File: src/rtl/pipe_stage_elastic.sv
// Elastic pipeline stage register: valid/ready handshake with stall, flush and an
// optional skid entry so that upstream ready comes straight from a flop.
module pipe_stage_elastic #(
    parameter int unsigned CTRL_W     = 16,
    parameter int unsigned DATA_W     = 160,
    parameter bit          SKID_EN    = 1'b1,
    parameter bit          FLUSH_DATA = 1'b1
) (
    input  logic              CLK,
    input  logic              RST,
    input  logic              flush,
    input  logic              in_valid,
    output logic              in_ready,
    input  logic [CTRL_W-1:0] in_ctrl,
    input  logic [DATA_W-1:0] in_data,
    output logic              out_valid,
    input  logic              out_ready,
    output logic [CTRL_W-1:0] out_ctrl,
    output logic [DATA_W-1:0] out_data,
    output logic [1:0]        count
);

    logic              m_valid_q, m_valid_d;
    logic [CTRL_W-1:0] m_ctrl_q,  m_ctrl_d;
    logic [DATA_W-1:0] m_data_q,  m_data_d;
    logic              s_valid_q, s_valid_d;
    logic [CTRL_W-1:0] s_ctrl_q,  s_ctrl_d;
    logic [DATA_W-1:0] s_data_q,  s_data_d;
    logic              in_ready_q;
    logic [1:0]        count_q;
    logic              in_fire_c;
    logic              out_fire_c;

    // Without the skid entry, ready must see a same-cycle drain of the main entry.
    assign in_ready   = SKID_EN ? in_ready_q : (~m_valid_q | out_ready);
    assign in_fire_c  = in_valid & in_ready;
    assign out_fire_c = m_valid_q & out_ready;

    assign out_valid = m_valid_q;
    assign out_ctrl  = m_ctrl_q;
    assign out_data  = m_data_q;
    assign count     = count_q;

    // Next-state for main and skid entries.
    always_comb begin
        m_valid_d = m_valid_q;
        m_ctrl_d  = m_ctrl_q;
        m_data_d  = m_data_q;
        s_valid_d = s_valid_q;
        s_ctrl_d  = s_ctrl_q;
        s_data_d  = s_data_q;

        if (flush) begin
            m_valid_d = 1'b0;
            s_valid_d = 1'b0;
            m_ctrl_d  = '0;
            s_ctrl_d  = '0;
            if (FLUSH_DATA) begin
                m_data_d = '0;
                s_data_d = '0;
            end
        end else if (out_fire_c || !m_valid_q) begin
            if (SKID_EN && s_valid_q) begin
                m_valid_d = 1'b1;
                m_ctrl_d  = s_ctrl_q;
                m_data_d  = s_data_q;
                s_valid_d = 1'b0;
            end else if (in_fire_c) begin
                m_valid_d = 1'b1;
                m_ctrl_d  = in_ctrl;
                m_data_d  = in_data;
            end else begin
                // Bubble: control is cleared so a dead slot never carries live controls.
                m_valid_d = 1'b0;
                m_ctrl_d  = '0;
            end
        end else if (SKID_EN && in_fire_c) begin
            s_valid_d = 1'b1;
            s_ctrl_d  = in_ctrl;
            s_data_d  = in_data;
        end
    end

    // State registers; ready and count are registered from next-state.
    always_ff @(posedge CLK) begin
        if (RST) begin
            m_valid_q  <= 1'b0;
            m_ctrl_q   <= '0;
            m_data_q   <= '0;
            s_valid_q  <= 1'b0;
            s_ctrl_q   <= '0;
            s_data_q   <= '0;
            in_ready_q <= 1'b1;
            count_q    <= 2'd0;
        end else begin
            m_valid_q  <= m_valid_d;
            m_ctrl_q   <= m_ctrl_d;
            m_data_q   <= m_data_d;
            s_valid_q  <= s_valid_d;
            s_ctrl_q   <= s_ctrl_d;
            s_data_q   <= s_data_d;
            in_ready_q <= ~s_valid_d;
            count_q    <= 2'(m_valid_d) + 2'(s_valid_d);
        end
    end

endmodule

File: config.mk
export PLATFORM = sky130hd
export DESIGN_NAME = pipe_stage_elastic
export DESIGN_NICKNAME = d
export VERILOG_FILES = /design/src/rtl/pipe_stage_elastic.sv
export SDC_FILE = /design/constraint.sdc
export NUM_CORES = 1
export LEC_CHECK = 0
export CAP_MARGIN = 0
export CORE_ASPECT_RATIO = 1.4
export CORE_MARGIN = 2
export CORE_UTILIZATION = 55
export DETAILED_ROUTE_END_ITERATION = 10
export DONT_BUFFER_PORTS = 1
export MAX_ROUTING_LAYER = met4
export PLACE_DENSITY_LB_ADDON = 0.25
export SLEW_MARGIN = 40
export SYNTH_ARGS = -nofsm -noshare
export SYNTH_HDL_FRONTEND = slang
export SYNTH_SLANG_ARGS = --single-unit
File: constraint.sdc
create_clock -name CLK -period 2.65 [get_ports CLK]
set_input_delay 0.265 -clock CLK [delete_from_list [all_inputs] [get_ports CLK]]
set_output_delay 0.265 -clock CLK [all_outputs]
set_load 0.005 [all_outputs]
==> results of run 1 <==
-- cell families after synthesis --
logic type | Yosys count | share of synthesized area (%)
AO/OA/AOI/OAI | 516 | 25.33
flip-flops | 357 | 48.07
buffers and inverters | 156 | 5.192
adder cells (fa/ha/maj) | 1 | 0.08414
multiplexers | 176 | 11.98
AND/OR/NAND/NOR | 363 | 9.341
-- sequential cells by signal, indices dropped and copies added (netlist names) --
register,count
out_data,160
s_data_q,160
out_ctrl,16
s_ctrl_q,16
count,2
in_ready,1
out_valid,1
s_valid_q,1
-- power by group --
| group | leakage [uW] | internal (uW) | switching [uW] | total, uW |
|---|---|---|---|---|
| Sequential | 0.00290 | 5500 | 133 | 5630 |
| Combinational | 0.00215 | 434 | 555 | 989 |
| Clock | 0.000511 | 2640 | 2000 | 4640 |
-- stage by stage --
| stage | power, uW | worst slack (ps) | hold WS [ps] | instance area, sq um |
|---|---|---|---|---|
| 6_report | 11260 | 575.2 | 20.51 | 17790 |
| 5_1_grt | 11630 | 662.6 | 10.00 | 17790 |
| 4_1_cts | 11330 | 805.6 | 1.427 | 17790 |
| 3_5_place_dp | 6494 | 851.2 | 343.5 | 14960 |
| 3_3_place_gp | 6473 | 873.8 | 340.0 | 14960 |
| 2_1_floorplan | 6329 | 1061 | 336.6 | 14870 |
-- metal layers --
layer,track usage [%],wire (um)
met5,-,0
met3,7.896,3492
met2,45.77,20090
met4,13.93,2102
met1,33.45,16160
-- cell type report --
| type | count | area (sq um) |
|---|---|---|
| Clock inverter | 6 | 36.28 |
| Sequential cell | 357 | 7151 |
| Multi-Input combinational cell | 1056 | 6973 |
| Inverter | 1 | 3.754 |
| Antenna cell | 1 | 2.502 |
| Clock buffer | 51 | 1008 |
| Tap cell | 365 | 456.7 |
| Fill cell | 2011 | 8949 |
| Timing Repair Buffer | 205 | 2160 |
-- synthesized netlist by cell type --
cell,number
nand4b_1,1
a32o_1,16
a21o_1,1
nand2b_1,1
nand2_1,352
dfxtp_1,357
mux2i_1,160
nor3_1,2
buf_2,41
buf_1,10
a21oi_1,339
nor2_1,2
nor2b_1,2
mux2_1,16
a211oi_2,140
and2_1,1
buf_6,18
ha_1,1
inv_1,1
or2_1,1
a211oi_1,20
clkbuf_1,86
and4b_1,1
-- worst register-to-register path, stage by stage (launching register included) --
cell	delay, ps
dfxtp_4	550
a21o_4	160
buf_12	370
a21oi_1	660
a211oi_2	260
-- worst min path at each step --
stage | cells past startpoint | start | endpoint | slack (ps)
2_1_floorplan | 1 | RST | count[0]$_SDFF_PP0_ | 340
3_3_place_gp | 1 | RST | count[1]$_SDFF_PP0_ | 340
3_5_place_dp | 1 | RST | count[1]$_SDFF_PP0_ | 340
4_1_cts | 2 | in_data[14] | out_data[14]$_SDFFE_PP0P_ | 1
5_1_grt | 2 | in_data[31] | out_data[31]$_SDFFE_PP0P_ | 10
6_report | 2 | in_data[150] | out_data[150]$_SDFFE_PP0P_ | 20
==> impl_metrics.yaml, run 1 <==
yosys:
  yosysWarnings: 0
  synth_top_area_share_pct: 48.07
  syn-cell-area_sq_mm: 0.01487
  syn-num-nets: 1751
  synth_area_per_cell_sq_um: 9.476
  synth_cells: 1569
  ys_ff_latch: 357
  ys_types: 23
  yosysTopAreaCell: "dfxtp_1"
  yosysSeqAreaShare_pct: 48.07
  synthTopCellsByArea: "dfxtp_1 (48%), a211oi_2 (12%), a21oi_1 (11%)"
critical_path:
  crit_path_max_fanout: 160
  regToRegSetupSlack_ps: 580
  rr_startpoint: "s_valid_q$_SDFF_PP0_"
  critPathKind: "reg -> reg"
  cp.buffers_inverters: 1
  r2r-end: "out_data[33]$_SDFFE_PP0P_"
  cp_data_arrival_time_ps: 2500
  reg2reg_depth: 4
  worstPathRequired_ps: 3070
  crit_path_end_kind: "register"
  critPathLaunchType: "register"
  cp_cell_sequence: "a21o_4 -> buf_12 -> a21oi_1 -> a211oi_2"
  cp_slowest_cell: "dfxtp_4"
  slowest_delay_ps: 550
  endpoint: "out_data[33]$_SDFFE_PP0P_"
  crit_start: "s_valid_q$_SDFF_PP0_"
  critical_path_depth: 4
  critPathTopFamily: "compound AO/OA/AOI/OAI gates"
clock_network:
  cts_sinks: 357
  tritoncts: "yes"
  clock_latency_ps: 510
  cts_buffers: 35
  htree_num_levels: 2
  cts_setup_buffers: 0
  cts_hold_buffers: 178
  root_buffer: "clkbuf_16"
  clk_pin_slew_ps: 60
  postCtsResizedCells: 0
  cts_buffer_depth: 3
detailed_routing:
  drc: 0
  first_iter_violations: 635
  ant_nets: 0
  routed_wl_um: 41850
  vias: 12160
  avgViaCountPerCell: 5.955
  wire_per_inst_um: 20.49
  dr.pass1.iters: 5
finish:
  area_delta_synth_final_pct: 19.66
  finalNonFillerCells: 2042
  layout-drive-gt1-share_pct: 13.07
  final_util_pct: 66.53
  fin_nets: 1838
  mostFrequentLayoutCell: "dfxtp_1"
  mostFrequentLayoutCells: "dfxtp_1 (356), nand2_1 (352), a21oi_1 (339), dlygate4sd3_1 (178), mux2i_1 (160)"
timing:
  min_period_ps: 2075
  fin_setup_tns_ps: 0
  fmax_mhz: 482.0
  maxSlewViolCount: 0
  finalClockSkew_ps: 10.61
  max-slew-margin-rel_pct: 25.50
  finalHoldViolCount: 0
  rsz0062_at_grt: "no"
  setup_viol: 0
  worst_slew_pin_slew_ps: 1117
  fin_crit_sh_pct: 78.30
global_route:
  grt_pass1_vias: 11990
  antenna_found_initial: 1
  track_usage_pct: 28.74
  grt_overflow_total: 0
  grt_first_pass_wirelength_um: 64260
  grt_start_max_net_pins: 161
place:
  gp_congestion: 0.7976
  dp_cells: 1806
  dp_hpwl_um: 23180
  port_buffers: 0
die:
  io-pin-count: 361
  rows: 71
  start_util_pct: 55.60
  fp.dieW_um: 143.0
  die-area_sq_mm: 0.02838
  die_h_um: 198.5
  core_sq_mm: 0.02674
outcome:
  status: "finished clean"
power_and_ir_drop:
  worst_ir_drop_vdd_mv: 0.5094
  p_leak_uw: 0.005558
  power_density_mw_per_mm2: 632.8
job:
  cap_violations: 0
hold_path:
  hold_path_class: "in -> reg"
No activity file was read; power rests on OpenSTA's default activity.
==> run 2: changes to the inputs <==
==> constraint.sdc (replaced) <==
create_clock -name CLK -period 1.9 [get_ports CLK]
set_input_delay 0.19 -clock CLK [delete_from_list [all_inputs] [get_ports CLK]]
set_output_delay 0.19 -clock CLK [all_outputs]
set_load 0.005 [all_outputs]
==> impl_metrics.yaml, run 2 (synthesis results as in run 1) <==
timing:
  fin_crit_sh_pct: 89.52
  min_period_ps: 1701
  max-slew-margin-rel_pct: 52.74
  finalClockSkew_ps: 11.93
  setup_viol: 0
  fmax_mhz: 587.9
  fin_setup_tns_ps: 0
  worst_slew_pin_slew_ps: 708.1
  rsz0062_at_grt: "no"
  maxSlewViolCount: 0
  finalHoldViolCount: 0
  layout_setup_ws_ps: 199.1
die:
  rows: 71
  core_sq_mm: 0.02674
  die-area_sq_mm: 0.02838
  start_util_pct: 55.60
  io-pin-count: 361
  die_h_um: 198.5
  fp.dieW_um: 143.0
clock_network:
  clk_pin_slew_ps: 60
  cts_buffer_depth: 3
  cts_sinks: 357
  cts_setup_buffers: 0
  htree_num_levels: 2
  cts_buffers: 35
  tritoncts: "yes"
  clock_latency_ps: 520
  root_buffer: "clkbuf_16"
place:
  dp_hpwl_um: 24160
  gp_congestion: 0.8151
  pre_cts_ws_ps: 328.9
  port_buffers: 0
detailed_routing:
  first_iter_violations: 568
  routed_wl_um: 40950
  vias: 12090
  drc: 0
  ant_nets: 0
  dr.pass1.iters: 4
  wire_per_inst_um: 19.83
  avgViaCountPerCell: 5.855
critical_path:
  worstPathRequired_ps: 2330
  rr_startpoint: "in_ready$_SDFF_PP1_"
  crit_path_end_kind: "register"
  crit_path_max_fanout: 104
  crit_start: "in_ready$_SDFF_PP1_"
  cp_data_arrival_time_ps: 2130
  critPathLaunchType: "register"
  critPathKind: "reg -> reg"
global_route:
  track_usage_pct: 28.41
  gr-usage-met3_pct: 7.703
  grt_overflow_total: 0
  grt_util_met1_pct: 33.20
  grt_pass1_vias: 12000
  grt_first_pass_wirelength_um: 63670
  grt_start_max_net_pins: 117
  grt.busiest_layer: "met2"
  grtUsageMet2_pct: 46.22
  antenna_found_initial: 2
outcome:
  status: "finished clean"
finish:
  area_delta_synth_final_pct: 21.68
  nFillCells: 1996
  layout-drive-gt1-share_pct: 14.61
  mostFrequentLayoutCells: "dfxtp_1 (356), nand2_1 (352), a21oi_1 (339), dlygate4sd3_1 (179), mux2i_1 (160)"
  mostFrequentLayoutCell: "dfxtp_1"
  fin_nets: 1857
  ff_latch_area_sq_mm: 0.007151
  multi_input_area_sq_mm: 0.006975
power_and_ir_drop:
  worst_ir_drop_vdd_mv: 1.049
  power_density_mw_per_mm2: 892.2
  p_leak_uw: 0.005734
job:
  cap_violations: 0
hold_path:
  holdCritStartpoint: "in_data[108]"
  hold_path_class: "in -> reg"
==> run 2: cell types whose count changed in the layout (fill, tap and decap cells not counted), sizes merged <==
| cell | before | now |
|---|---|---|
| clkinv | 4 | 11 |
| buf | 27 | 45 |
| dlygate4sd3 | 178 | 179 |
| clkbuf | 51 | 47 |
| diode | 1 | 2 |
| clkinvlp | 1 | 0 |
| bufinv | 0 | 1 |
==> run 2: power by group <==
group          switching (uW)  leakage [uW]  total (uW)  internal, uW
logic                     831       0.00227        1480           647
clock network            2890      0.000567        6820          3920
registers                 177       0.00290        7850          7670
total                    3900       0.00573       16100         12200
==> run 2: routing by layer <==
| layer | vias to the layer above | wire length [um] |
|---|---|---|
| met5 | - | 0 |
| met4 | 0 | 1536 |
| met3 | 97 | 3176 |
| met2 | 441 | 20110 |
| met1 | 5799 | 16130 |
| li1 | 5753 | - |
==> run 2: final cells by class <==
cell class	count	area share (%)
Inverter	1	0.02075
Clock buffer	47	5.657
Antenna cell	2	0.02766
Timing Repair Buffer	224	13.15
Clock inverter	13	0.5325
Tap cell	365	2.524
Sequential cell	357	39.53
Multi-Input combinational cell	1056	38.56
==> run 2: critical path, stage by stage (launching register included) <==
cell and delay, ps:
dfxtp_1 460, a21o_4 210, buf_12 400, a21oi_1 200, a211oi_2 250
==> run 2: timing repair <==
item / CTS / global route
hold endpoints to repair: 349 / 0
hold buffers: 179 / 0
gates resized for setup: 0 / 0
==> run 2: final timing paths <==
| path | end | slack [ps] | cells after the start |
|---|---|---|---|
| min | out_data[108]$_SDFFE_PP0P_ | 20 | 2 |
| min reg2reg | s_ctrl_q[1]$_SDFFE_PP0P_ | 450 | 2 |
| max | out_data[114]$_SDFFE_PP0P_ | 200 | 4 |
| max reg2reg | out_data[114]$_SDFFE_PP0P_ | 200 | 4 |
==> run 2: stage by stage <==
| step | total power, uW | hold slack, ps | utilization [%] | std cells | cell area, sq um |
|---|---|---|---|---|---|
| finish | 16140 | 16.20 | 67.66 | 2065 | 18090 |
| global placement | 9084 | 265.4 | 56.74 | 1824 | 15170 |
| global route | 16660 | 18.08 | 67.66 | 2065 | 18090 |
| floorplan | 8827 | 261.6 | - | 1569 | 14870 |
| detailed placement | 9111 | 267.5 | 56.75 | 1824 | 15170 |
| CTS | 16240 | 9.553 | 67.64 | 2063 | 18090 |
==> run 3: changes to the inputs <==
--- a/config.mk
+++ b/config.mk
@@ -6,9 +6,11 @@
 export NUM_CORES = 1
 export LEC_CHECK = 0
 export CAP_MARGIN = 0
+export CELL_PAD_IN_SITES_DETAIL_PLACEMENT = 0
+export CELL_PAD_IN_SITES_GLOBAL_PLACEMENT = 2
 export CORE_ASPECT_RATIO = 1.4
 export CORE_MARGIN = 2
-export CORE_UTILIZATION = 55
+export CORE_UTILIZATION = 34
 export DETAILED_ROUTE_END_ITERATION = 10
 export DONT_BUFFER_PORTS = 1
 export MAX_ROUTING_LAYER = met4
==> impl_metrics.yaml, run 3 (synthesis results as in run 1) <==
critical_path:
  cp_slowest_cell: "dfxtp_4"
  r2r-end: "out_data[49]$_SDFFE_PP0P_"
  cp_common_cell: "buf_12"
  crit_path_max_fanout: 19
  reg2reg_depth: 5
  cp_data_arrival_time_ps: 2010
  critPathKind: "reg -> reg"
  regToRegSetupSlack_ps: 290
  critPathTopFamily: "flip-flops"
  slowest_delay_ps: 500
  cp_cell_sequence: "a21o_4 -> and2_4 -> buf_12 -> buf_12 -> a211oi_2"
  rr_startpoint: "s_valid_q$_SDFF_PP0_"
  critPathLaunchType: "register"
  crit_start: "s_valid_q$_SDFF_PP0_"
  worstPathRequired_ps: 2300
  endpoint: "out_data[49]$_SDFFE_PP0P_"
  critical_path_depth: 5
  cp.buffers_inverters: 2
  crit_path_end_kind: "register"
finish:
  nFillCells: 4174
  mostFrequentLayoutCells: "dfxtp_1 (356), nand2_1 (352), a21oi_1 (339), dlygate4sd3_1 (179), mux2i_1 (160)"
  fin_nets: 1867
  ff_latch_area_sq_mm: 0.007151
  fin_area_sq_mm: 0.01878
  area_delta_synth_final_pct: 26.31
  multi_input_area_sq_mm: 0.006975
  layout-drive-gt1-share_pct: 15.17
  mostFrequentLayoutCell: "dfxtp_1"
timing:
  max-slew-margin-rel_pct: 51.69
  fmax_mhz: 620.6
  min_period_ps: 1611
  finalHoldViolCount: 0
  fin_hold_ws_ps: 21.63
  rsz0062_at_grt: "no"
  finalClockSkew_ps: 7.861
  fin_crit_sh_pct: 84.81
  worst_slew_pin_slew_ps: 723.9
  maxSlewViolCount: 0
  setup_viol: 0
  fin_setup_tns_ps: 0
place:
  dp_hpwl_um: 28440
  gp_congestion: 0.7530
  port_buffers: 0
  placed_cell_area_sq_mm: 0.01570
global_route:
  grt_start_max_net_pins: 96
  grt_pass1_vias: 11620
  antenna_found_initial: 8
  grt_first_pass_wirelength_um: 69880
  grt_util_met1_pct: 24.49
  grtUsageMet2_pct: 31.55
  gr-usage-met3_pct: 5.052
  grt.busiest_layer: "met2"
  track_usage_pct: 19.65
  grt_overflow_total: 0
job:
  cap_violations: 0
clock_network:
  root_buffer: "clkbuf_16"
  clock_latency_ps: 530
  tritoncts: "yes"
  postCtsResizedCells: 0
  htree_num_levels: 2
  cts_sinks: 357
  clk_pin_slew_ps: 60
  cts_buffers: 38
  cts_buffer_depth: 3
detailed_routing:
  dr.pass1.iters: 5
  ant_nets: 0
  routed_wl_um: 44730
  drc: 0
  wire_per_inst_um: 19.67
  vias: 11860
  avgViaCountPerCell: 5.216
  first_iter_violations: 625
outcome:
  status: "finished clean"
power_and_ir_drop:
  power_density_mw_per_mm2: 900.9
  worst_ir_drop_vdd_mv: 0.9472
  p_leak_uw: 0.005921
hold_path:
  hold_path_class: "in -> reg"
die:
  die_h_um: 251.4
  fp.dieW_um: 180.7
  core_sq_mm: 0.04313
  start_util_pct: 34.47
  rows: 90
  die-area_sq_mm: 0.04544
  io-pin-count: 361
run 3: area by class of cell:
| type | instances | area share [%] |
|---|---|---|
| Antenna cell | 8 | 0.1066 |
| Clock buffer | 62 | 6.576 |
| Clock inverter | 7 | 0.1865 |
| Inverter | 1 | 0.01999 |
| Multi-Input combinational cell | 1056 | 37.14 |
| Sequential cell | 357 | 38.07 |
| Tap cell | 552 | 3.678 |
| Timing Repair Buffer | 231 | 14.22 |
run 3: report_power, final:
group / total, uW / leakage (uW) / switching [uW] / internal, uW
Clock: 7500 / 0.000636 / 3060 / 4440
Combinational: 1560 / 0.00239 / 853 / 711
Sequential: 7860 / 0.00290 / 183 / 7670
run 3: worst min-delay path: stages:
cell and delay, ps:
nor3_1 30, ha_1 160, nor2b_1 120
run 3: per-stage QoR:
stage	std cells	worst slack [ps]	power, uW	utilization (%)
after floorplan	1569	310.8	8827	-
after global placement	2018	316.0	9216	36.39
after detailed placement	2018	294.6	9231	36.40
after CTS	2266	283.6	17180	43.50
after global routing	2274	160.2	17630	43.55
final	2274	288.7	16920	43.55
run 3: worst min-delay path by stage:
stage                     startpoint                   to  slack (ps)  cells after the start
final                          flush  count[1]$_SDFF_PP0_          20                      3
after global routing           flush  count[1]$_SDFF_PP0_          30                      3
after CTS                      flush  count[1]$_SDFF_PP0_           2                      3
after detailed placement         RST  count[0]$_SDFF_PP0_         270                      1
after global placement           RST  count[1]$_SDFF_PP0_         260                      1
after floorplan                  RST  count[0]$_SDFF_PP0_         260                      1
run 3: metal layers:
layer | vias to the layer above | routed length [um]
met2 | 322 | 21550
met5 | - | 0
met4 | 0 | 935
met3 | 55 | 3180
li1 | 5792 | -
met1 | 5693 | 19060
run 3: repair_timing:
item	4_1_cts	5_1_grt
buffers inserted	0	0
hold endpoints to repair	357	0
hold buffers	179	0
